**src/rtl/avr_pkg.sv**
```systemverilog
// Shared types and constants for the AVR-style instruction fetch front end.
package avr_pkg;

  localparam int          PC_W_DEFAULT = 14;
  localparam logic [15:0] NOP_WORD     = 16'h0000;

  typedef enum logic [1:0] {
    FETCH = 2'd0,
    HOLD  = 2'd1,
    FLUSH = 2'd2
  } fetch_state_t;

endpackage

```
**src/rtl/inst_fetch.sv**
```systemverilog
// Instruction fetch stage: one outstanding program-memory read, stall hold and redirect flush.
// Optional IFETCH_NOP_FLUSH_EN: a redirect presents one NOP to decode instead of a bubble.
module inst_fetch
  import avr_pkg::*;
#(
  parameter int              PC_W     = PC_W_DEFAULT,
  parameter logic [PC_W-1:0] RESET_PC = '0
) (
  input  logic            clk,
  input  logic            rst,
  input  logic            stall,
  input  logic            redirect_valid,
  input  logic [PC_W-1:0] redirect_pc,
  output logic            imem_req,
  output logic [PC_W-1:0] imem_addr,
  input  logic            imem_ack,
  input  logic [15:0]     imem_rdata,
  output logic [15:0]     instR,
  output logic            inst_valid,
  output logic [PC_W-1:0] pc_out
);

  fetch_state_t    state_reg;
  logic [PC_W-1:0] pc_reg;
  logic [PC_W-1:0] stale_addr_reg;
  logic            consumed;
  logic            accept;

  // FETCH only asks for a new word when the current one can leave this cycle.
  always_comb begin
    imem_req  = 1'b0;
    imem_addr = pc_reg;
    case (state_reg)
      FETCH:   imem_req = !inst_valid || !stall;
      FLUSH: begin
        imem_req  = 1'b1;
        imem_addr = stale_addr_reg;
      end
      default: imem_req = 1'b0;
    endcase
    if (rst) imem_req = 1'b0;
  end

  assign consumed = inst_valid && !stall;
  assign accept   = (state_reg == FETCH) && imem_req && imem_ack;

  always_ff @(posedge clk or posedge rst) begin
    if (rst) begin
      state_reg      <= FETCH;
      pc_reg         <= RESET_PC;
      stale_addr_reg <= RESET_PC;
      instR          <= NOP_WORD;
      pc_out         <= RESET_PC;
      inst_valid     <= 1'b0;
    end else if (redirect_valid) begin
      pc_reg <= redirect_pc;
      // A request still waiting for its ack must be completed (and dropped) first.
      if (imem_req && !imem_ack) begin
        state_reg      <= FLUSH;
        stale_addr_reg <= imem_addr;
      end else begin
        state_reg <= FETCH;
      end
`ifdef IFETCH_NOP_FLUSH_EN
      instR      <= NOP_WORD;
      inst_valid <= 1'b1;
`else
      inst_valid <= 1'b0;
`endif
    end else begin
      if (consumed) inst_valid <= 1'b0;
      case (state_reg)
        FETCH: begin
          if (accept) begin
            instR      <= imem_rdata;
            pc_out     <= pc_reg;
            inst_valid <= 1'b1;
            pc_reg     <= pc_reg + PC_W'(1);
          end else if (inst_valid && stall) begin
            state_reg <= HOLD;
          end
        end
        HOLD: begin
          if (!stall) state_reg <= FETCH;
        end
        FLUSH: begin
          if (imem_ack) state_reg <= FETCH;
        end
        default: state_reg <= FETCH;
      endcase
    end
  end

endmodule

```
**config.mk**
```make
export PLATFORM = sky130hd
export DESIGN_NAME = inst_fetch
export DESIGN_NICKNAME = d
export VERILOG_FILES = /design/src/rtl/avr_pkg.sv /design/src/rtl/inst_fetch.sv
export SDC_FILE = /design/constraint.sdc
export NUM_CORES = 1
export LEC_CHECK = 0
export ABC_AREA = 0
export CAP_MARGIN = 20
export CORE_MARGIN = 1.5
export CORE_UTILIZATION = 52
export CTS_BUF_LIST = sky130_fd_sc_hd__clkbuf_4 sky130_fd_sc_hd__clkbuf_8
export DETAILED_ROUTE_END_ITERATION = 8
export PLACE_DENSITY = 0.95
export REMOVE_ABC_BUFFERS = 1
export SYNTH_ARGS = -nofsm -noshare
export SYNTH_HDL_FRONTEND = slang
export SYNTH_SLANG_ARGS = --single-unit
```
**constraint.sdc**
```tcl
create_clock -name clk -period 3.6 [get_ports clk]
set_input_delay 0.72 -clock clk [delete_from_list [all_inputs] [get_ports clk]]
set_output_delay 0.72 -clock clk [all_outputs]
set_load 0.005 [all_outputs]
```
==> impl_metrics.tcl, run 1 <==
set metrics [dict create \
    outcome "complete, no violations" \
    holdBufCountCts 0 \
    areaGrowthSynthToFinish_pct 39.0 \
    drive_gt1_share_pct 25.5 \
    path_class "input port to output port" \
    tightest_slew_ps 813 \
    fill_cells 380 \
    place_congestion 0.860 \
    cp_slowest_cell "clkdlybuf4s50_1" \
    grt_pass1_vias 2101 \
    syn_area_um2 2750 \
    synthDistinctLibCells 34 \
    cp_num_buf_inv 2 \
    grt_busiest_layer "met2" \
    clock.fmax_ghz 0.341 \
    grt_use_total_pct 24.3 \
    firstDrtPassIters 4 \
    ys.flop_type "dfrtp_1" \
    crit_family "buffers and inverters" \
    routed_wl_um 6470 \
    async_flop_share_pct 100 \
    detail_route.iter0.violations 117 \
    setup_viol 0 \
    grt_util_met1_pct 28.0 \
    final_nets 338 \
    grt_util_met2_pct 40.8 \
    grt_antenna_before_repair 0 \
    cts-resized-gates 0 \
    dp_hpwl_um 4730 \
    synthTopCellsByCount "61 x dfrtp_1, 55 x mux2_2, 17 x nand2_1, 10 x o21ai_0, 6 x xor2_1" \
    cpPeakStageDelay_ps 580 \
    finalCritPeriodShare_pct 81.6 \
    regMostFlops "instR" \
    skew_ps 5.87 \
    clk_latency_ps 330 \
    peakVddDrop_v 0.000387 \
    grt_use_met3_pct 7.01 \
    setup-tns-final_ps 0 \
    cpMostUsedCell "clkdlybuf4s50_1" \
    drv_cap 0 \
    io_pins 81 \
    path_cells "clkdlybuf4s50_1 -> a311oi_1 -> clkdlybuf4s50_1" \
    routedWlPerCell_um 17.2 \
    slew_headroom_pct 45.7 \
    synth_seq_cells 61 \
    slew_viol_final 0 \
    cts_sinks 61 \
    synth_sequential_area_ratio_pct 55.6 \
    ant_nets 0 \
    total_leakage_power_uw 0.00158 \
    synth.top_cell.area_share_pct 55.6 \
    grt_overflow 0 \
    die_h_um 75.7 \
    grt_pass1_wl_um 10100 \
    synth-edff-count 0 \
    cts_tree "built" \
    largest_register_ffs 16 \
    dieArea_um2 5730 \
    path_max_fanout 5 \
    core_area_um2 5110 \
    start_kind "input port" \
    hold_class "flop to flop" \
    synth_top_area_cell "dfrtp_1" \
    period_needed_ps 2940 \
    cts_setup_buffers 0 \
    rsz0062_at_grt "no" \
    end_kind "output port" \
    ctsLongestPathBuffers 2 \
    root_buffer "clkbuf_8" \
    drt-vias-per-instance 5.50 \
    synthesis.instances 215 \
    arrival_ps 2220 \
    synth.avg_cell_area_um2 12.8 \
    grt_max_degree 40 \
    rows 26 \
    cts_buffers 9 \
    yosysWarnings 0 \
    io_buffers 80 \
    die_w_um 75.7 \
    finalHoldViolations 0 \
    crit_required_ps 2880 \
    synth_area_leaders "dfrtp_1 56%, mux2_2 23%, nand2_1 2.3%" \
    drc 0 \
    num_antenna_cells 0 \
    fin_total_pwr_uw 2020 \
    start_util_pct 53.8 \
    h-tree-depth 3 \
    clk_pin_slew_ps 60 \
    num_vias 2069 \
    synth.most_common_cell "dfrtp_1" \
    powerDensity_nw_per_um2 530 \
]
-- cell type report --
cell class                 instances  area, um2  area share (%)
clock buffer                      14        180            4.72
clock inverter                     1       5.00           0.131
inverter                           5       18.8           0.492
multi-input combinational        139       1150            30.2
sequential                        61       1530            40.0
tap                               70       87.6            2.30
timing repair buffer              86        846            22.2
-- layer usage --
metal	part of all wire, %	up-vias
li1	-	955
met1	38	1021
met2	53	76
met3	6.3	17
met4	2.7	0
met5	0	-
-- worst register-to-register path: cells and delay by family, from the launching register on --
family,cells,cell delay [ps]
AO/OA/AOI/OAI,1,410
AND/OR/NAND/NOR,1,610
multiplexers,1,510
flip-flops,1,440
-- power by group --
part | total (uW) | switching (uW) | internal [uW]
Combinational | 524 | 165 | 360
Clock | 565 | 248 | 317
Sequential | 932 | 96.1 | 836
Total | 2020 | 509 | 1510
-- stage by stage --
stage | hold slack (ps) | cells | worst slack, ps | cell area [um2] | utilization [%]
after floorplan | 474 | 205 | 341 | 2700 | -
after global placement | 467 | 361 | 718 | 3630 | 71.1
after detailed placement | 474 | 361 | 673 | 3630 | 71.1
after CTS | 488 | 376 | 664 | 3820 | 74.7
after global routing | 517 | 376 | 576 | 3820 | 74.7
final | 483 | 376 | 664 | 3820 | 74.7
-- layout by cell type, fill, tap and decap left out, drive strengths merged, types with 2 or more instances in the layout --
cell / netlist / layout
clkdlybuf4s50: 0 / 80
a21oi: 2 / 2
nand2: 17 / 17
nand2b: 3 / 3
xor2: 6 / 6
or4: 2 / 2
nand4: 4 / 4
nand3: 5 / 5
mux2: 58 / 58
o21ai: 10 / 10
buf: 5 / 6
or3: 3 / 3
a31oi: 2 / 2
o31a: 4 / 4
dfrtp: 61 / 61
clkbuf: 5 / 14
nor2: 4 / 4
xnor2: 2 / 2
nor4: 4 / 4
inv: 5 / 5
-- cells by family (layout without fill, tap and decap cells) --
| family | count (synthesis) | in the layout | synth area share [%] |
|---|---|---|---|
| flip-flops | 61 | 61 | 55.6 |
| AND/OR/NAND/NOR | 47 | 47 | 8.93 |
| XOR/XNOR | 8 | 8 | 2.55 |
| multiplexers | 59 | 59 | 24.1 |
| AO/OA/AOI/OAI | 24 | 24 | 5.79 |
| buffers and inverters | 15 | 106 | 2.55 |
| adder cells (fa/ha/maj) | 1 | 1 | 0.456 |
-- path summary, 6_finish.rpt --
check                                            from                              to  slack (ps)  depth (start not counted)
worst min-delay path            instR[11]$_DFFE_PP0P_           instR[11]$_DFFE_PP0P_         480                          1
max in group asynchronous                         rst            instR[7]$_DFFE_PP0P_        1910                          3
min in group asynchronous                         rst   stale_addr_reg[8]$_DFFE_PP0P_         970                          2
worst min register to register  instR[11]$_DFFE_PP0P_           instR[11]$_DFFE_PP0P_         480                          1
worst max-delay path                            stall                        imem_req         660                          3
worst max register to register   inst_valid$_DFF_PP0_  stale_addr_reg[13]$_DFFE_PP0P_        1520                          3
No activity file was read; power rests on OpenSTA's default activity.
==> run 2: changes to the inputs <==
--- a/config.mk
+++ b/config.mk
@@ -8,10 +8,10 @@
 export ABC_AREA = 0
 export CAP_MARGIN = 20
 export CORE_MARGIN = 1.5
-export CORE_UTILIZATION = 52
+export CORE_UTILIZATION = 44
 export CTS_BUF_LIST = sky130_fd_sc_hd__clkbuf_4 sky130_fd_sc_hd__clkbuf_8
 export DETAILED_ROUTE_END_ITERATION = 8
-export PLACE_DENSITY = 0.95
+export PLACE_DENSITY = 0.88
 export REMOVE_ABC_BUFFERS = 1
 export SYNTH_ARGS = -nofsm -noshare
 export SYNTH_HDL_FRONTEND = slang
==> constraint.sdc (replaced) <==
create_clock -name clk -period 2.7 [get_ports clk]
set_input_delay 0.54 -clock clk [delete_from_list [all_inputs] [get_ports clk]]
set_output_delay 0.54 -clock clk [all_outputs]
set_load 0.005 [all_outputs]
==> run 2 against run 1 <==
Combinational power is 34% higher; hold slack better by 9.0 ps; routed wire length is 3.2% lower; die area is 17% higher; clock-buffer cell count is 1 higher; critical path depth stayed put; design area is 1.5% higher.
==> impl_metrics.tcl, run 2 (synthesized netlist as in run 1, its figures left out) <==
set metrics [dict create \
    worst_slack_ps 164 \
    r2r_slack_ps 720 \
    drv_cap 0 \
    arrival_ps 2000 \
    clk_latency_ps 330 \
    grt_pass1_vias 2064 \
    path_class "input port to output port" \
    drt-vias-per-instance 5.46 \
    seqPwrFrac_pct 45.9 \
    rsz0062_at_grt "no" \
    m1WireLength_um 2670 \
    final_nets 340 \
    peakVddDrop_v 0.000358 \
    period_needed_ps 2540 \
    fin_total_pwr_uw 2700 \
    slew_headroom_pct 62.2 \
    areaGrowthSynthToFinish_pct 41.0 \
    place_congestion 0.775 \
    finalHoldViolations 0 \
    rows 28 \
    die_h_um 82.0 \
    wl_met2_um 3130 \
    grt_max_degree 38 \
    clock.fmax_ghz 0.394 \
    wl_met3_um 393 \
    cts_tree "built" \
    end_kind "output port" \
    grt_antenna_before_repair 0 \
    powerDensity_nw_per_um2 697 \
    hold_class "flop to flop" \
    tightest_slew_ps 567 \
    num_vias 2096 \
    routedWlPerCell_um 16.3 \
    clk_pin_slew_ps 70 \
    largest_register_ffs 16 \
    core_area_um2 5990 \
    pwr-share-clk_pct 28.1 \
    io_pins 81 \
    topRoutingLayerUsed "met4" \
    swShare_pct 25.0 \
    hold_depth 1 \
    grt_use_total_pct 20.3 \
    cell_internal_pwr_uw 2020 \
    drc 0 \
    setup_viol 0 \
    root_buffer "clkbuf_8" \
    crit_required_ps 2160 \
    regMostFlops "instR" \
    dieArea_um2 6720 \
    pre_cts_slack_ps 61.4 \
    outcome "complete, no violations" \
    grt_pass1_wl_um 10000 \
    routed_wl_um 6260 \
    layout_commonest_cell "clkdlybuf4s50_1" \
    firstDrtPassIters 4 \
    crit_start "stall" \
    grt_overflow 0 \
    num_antenna_cells 0 \
    cts_setup_buffers 0 \
    detail_route.iter0.violations 83 \
    path_max_fanout 5 \
    p_comb_share_pct 26.0 \
    start_kind "input port" \
    die_w_um 82.0 \
    io_buffers 80 \
    skew_ps 5.10 \
    hold-path-endpoint "instR[9]$_DFFE_PP0P_" \
    slew_viol_final 0 \
    drive_gt1_share_pct 26.5 \
    rr_worst_depth 4 \
    total_leakage_power_uw 0.00160 \
    finalCritPeriodShare_pct 93.9 \
    start_util_pct 45.8 \
    r2r-end "pc_reg[13]$_DFFE_PP0P_" \
    switching_power_uw 676 \
    final_cell_mix "80 x clkdlybuf4s50_1, 61 x dfrtp_1, 55 x mux2_2, 17 x nand2_1, 11 x clkbuf_8" \
    timing.rr.start "inst_valid$_DFF_PP0_" \
    holdBufCountCts 0 \
    ant_nets 0 \
    ctsLongestPathBuffers 2 \
    cts_sinks 61 \
    dp_hpwl_um 4470 \
    h-tree-depth 3 \
    hold_start "instR[9]$_DFFE_PP0P_" \
    cts_buffers 9 \
]
==> run 2: area by class of cell <==
class	count	area [um2]
sequential	61	1530
fill	461	2120
clock buffer	15	181
tap	75	93.8
timing repair buffer	88	890
inverter	5	18.8
multi-input combinational	139	1160
clock inverter	1	5.00
==> run 2: worst max-delay path by stage <==
stage	endpoint	slack (ps)	cells past startpoint
2_1_floorplan	instR[0]$_DFFE_PP0P_	-380	4
3_3_place_gp	pc_reg[13]$_DFFE_PP0P_	140	5
3_5_place_dp	imem_req	60	3
4_1_cts	imem_req	60	3
5_1_grt	imem_addr[11]	20	5
6_report	imem_req	160	3
==> run 2: metrics by stage <==
stage | std cells | cell area (um2) | util [%] | TNS [ps] | hold slack, ps
floorplan | 205 | 2700 | - | -11240 | 474
CTS | 384 | 3860 | 64.5 | 0 | 498
detailed placement | 368 | 3680 | 61.4 | 0 | 483
global route | 384 | 3870 | 64.7 | 0 | 518
finish | 384 | 3870 | 64.7 | 0 | 492
global placement | 368 | 3680 | 61.4 | 0 | 467
==> run 2: critical path: stages <==
cell and delay (ps):
clkdlybuf4s50_1 490, a311oi_2 400, clkdlybuf4s50_1 560
==> run 2: power groups by stage <==
stage | clock network, uW | logic (uW) | registers [uW]
after floorplan | 0 | 277 | 1240
after global placement | 0 | 688 | 1240
after detailed placement | 0 | 710 | 1260
after CTS | 776 | 713 | 1240
after global routing | 811 | 770 | 1270
final | 759 | 703 | 1240
==> run 2: layer usage <==
metal	vias up	track usage (%)
met2	66	33.9
met1	1066	24.3
met4	0	7.80
met5	-	0
li1	954	-
met3	10	6.67
==> run 2: repair_timing <==
item                                   CTS  global route
endpoints found under the hold margin    0             0
setup endpoints to repair                0             1
gates resized for setup                  0             2
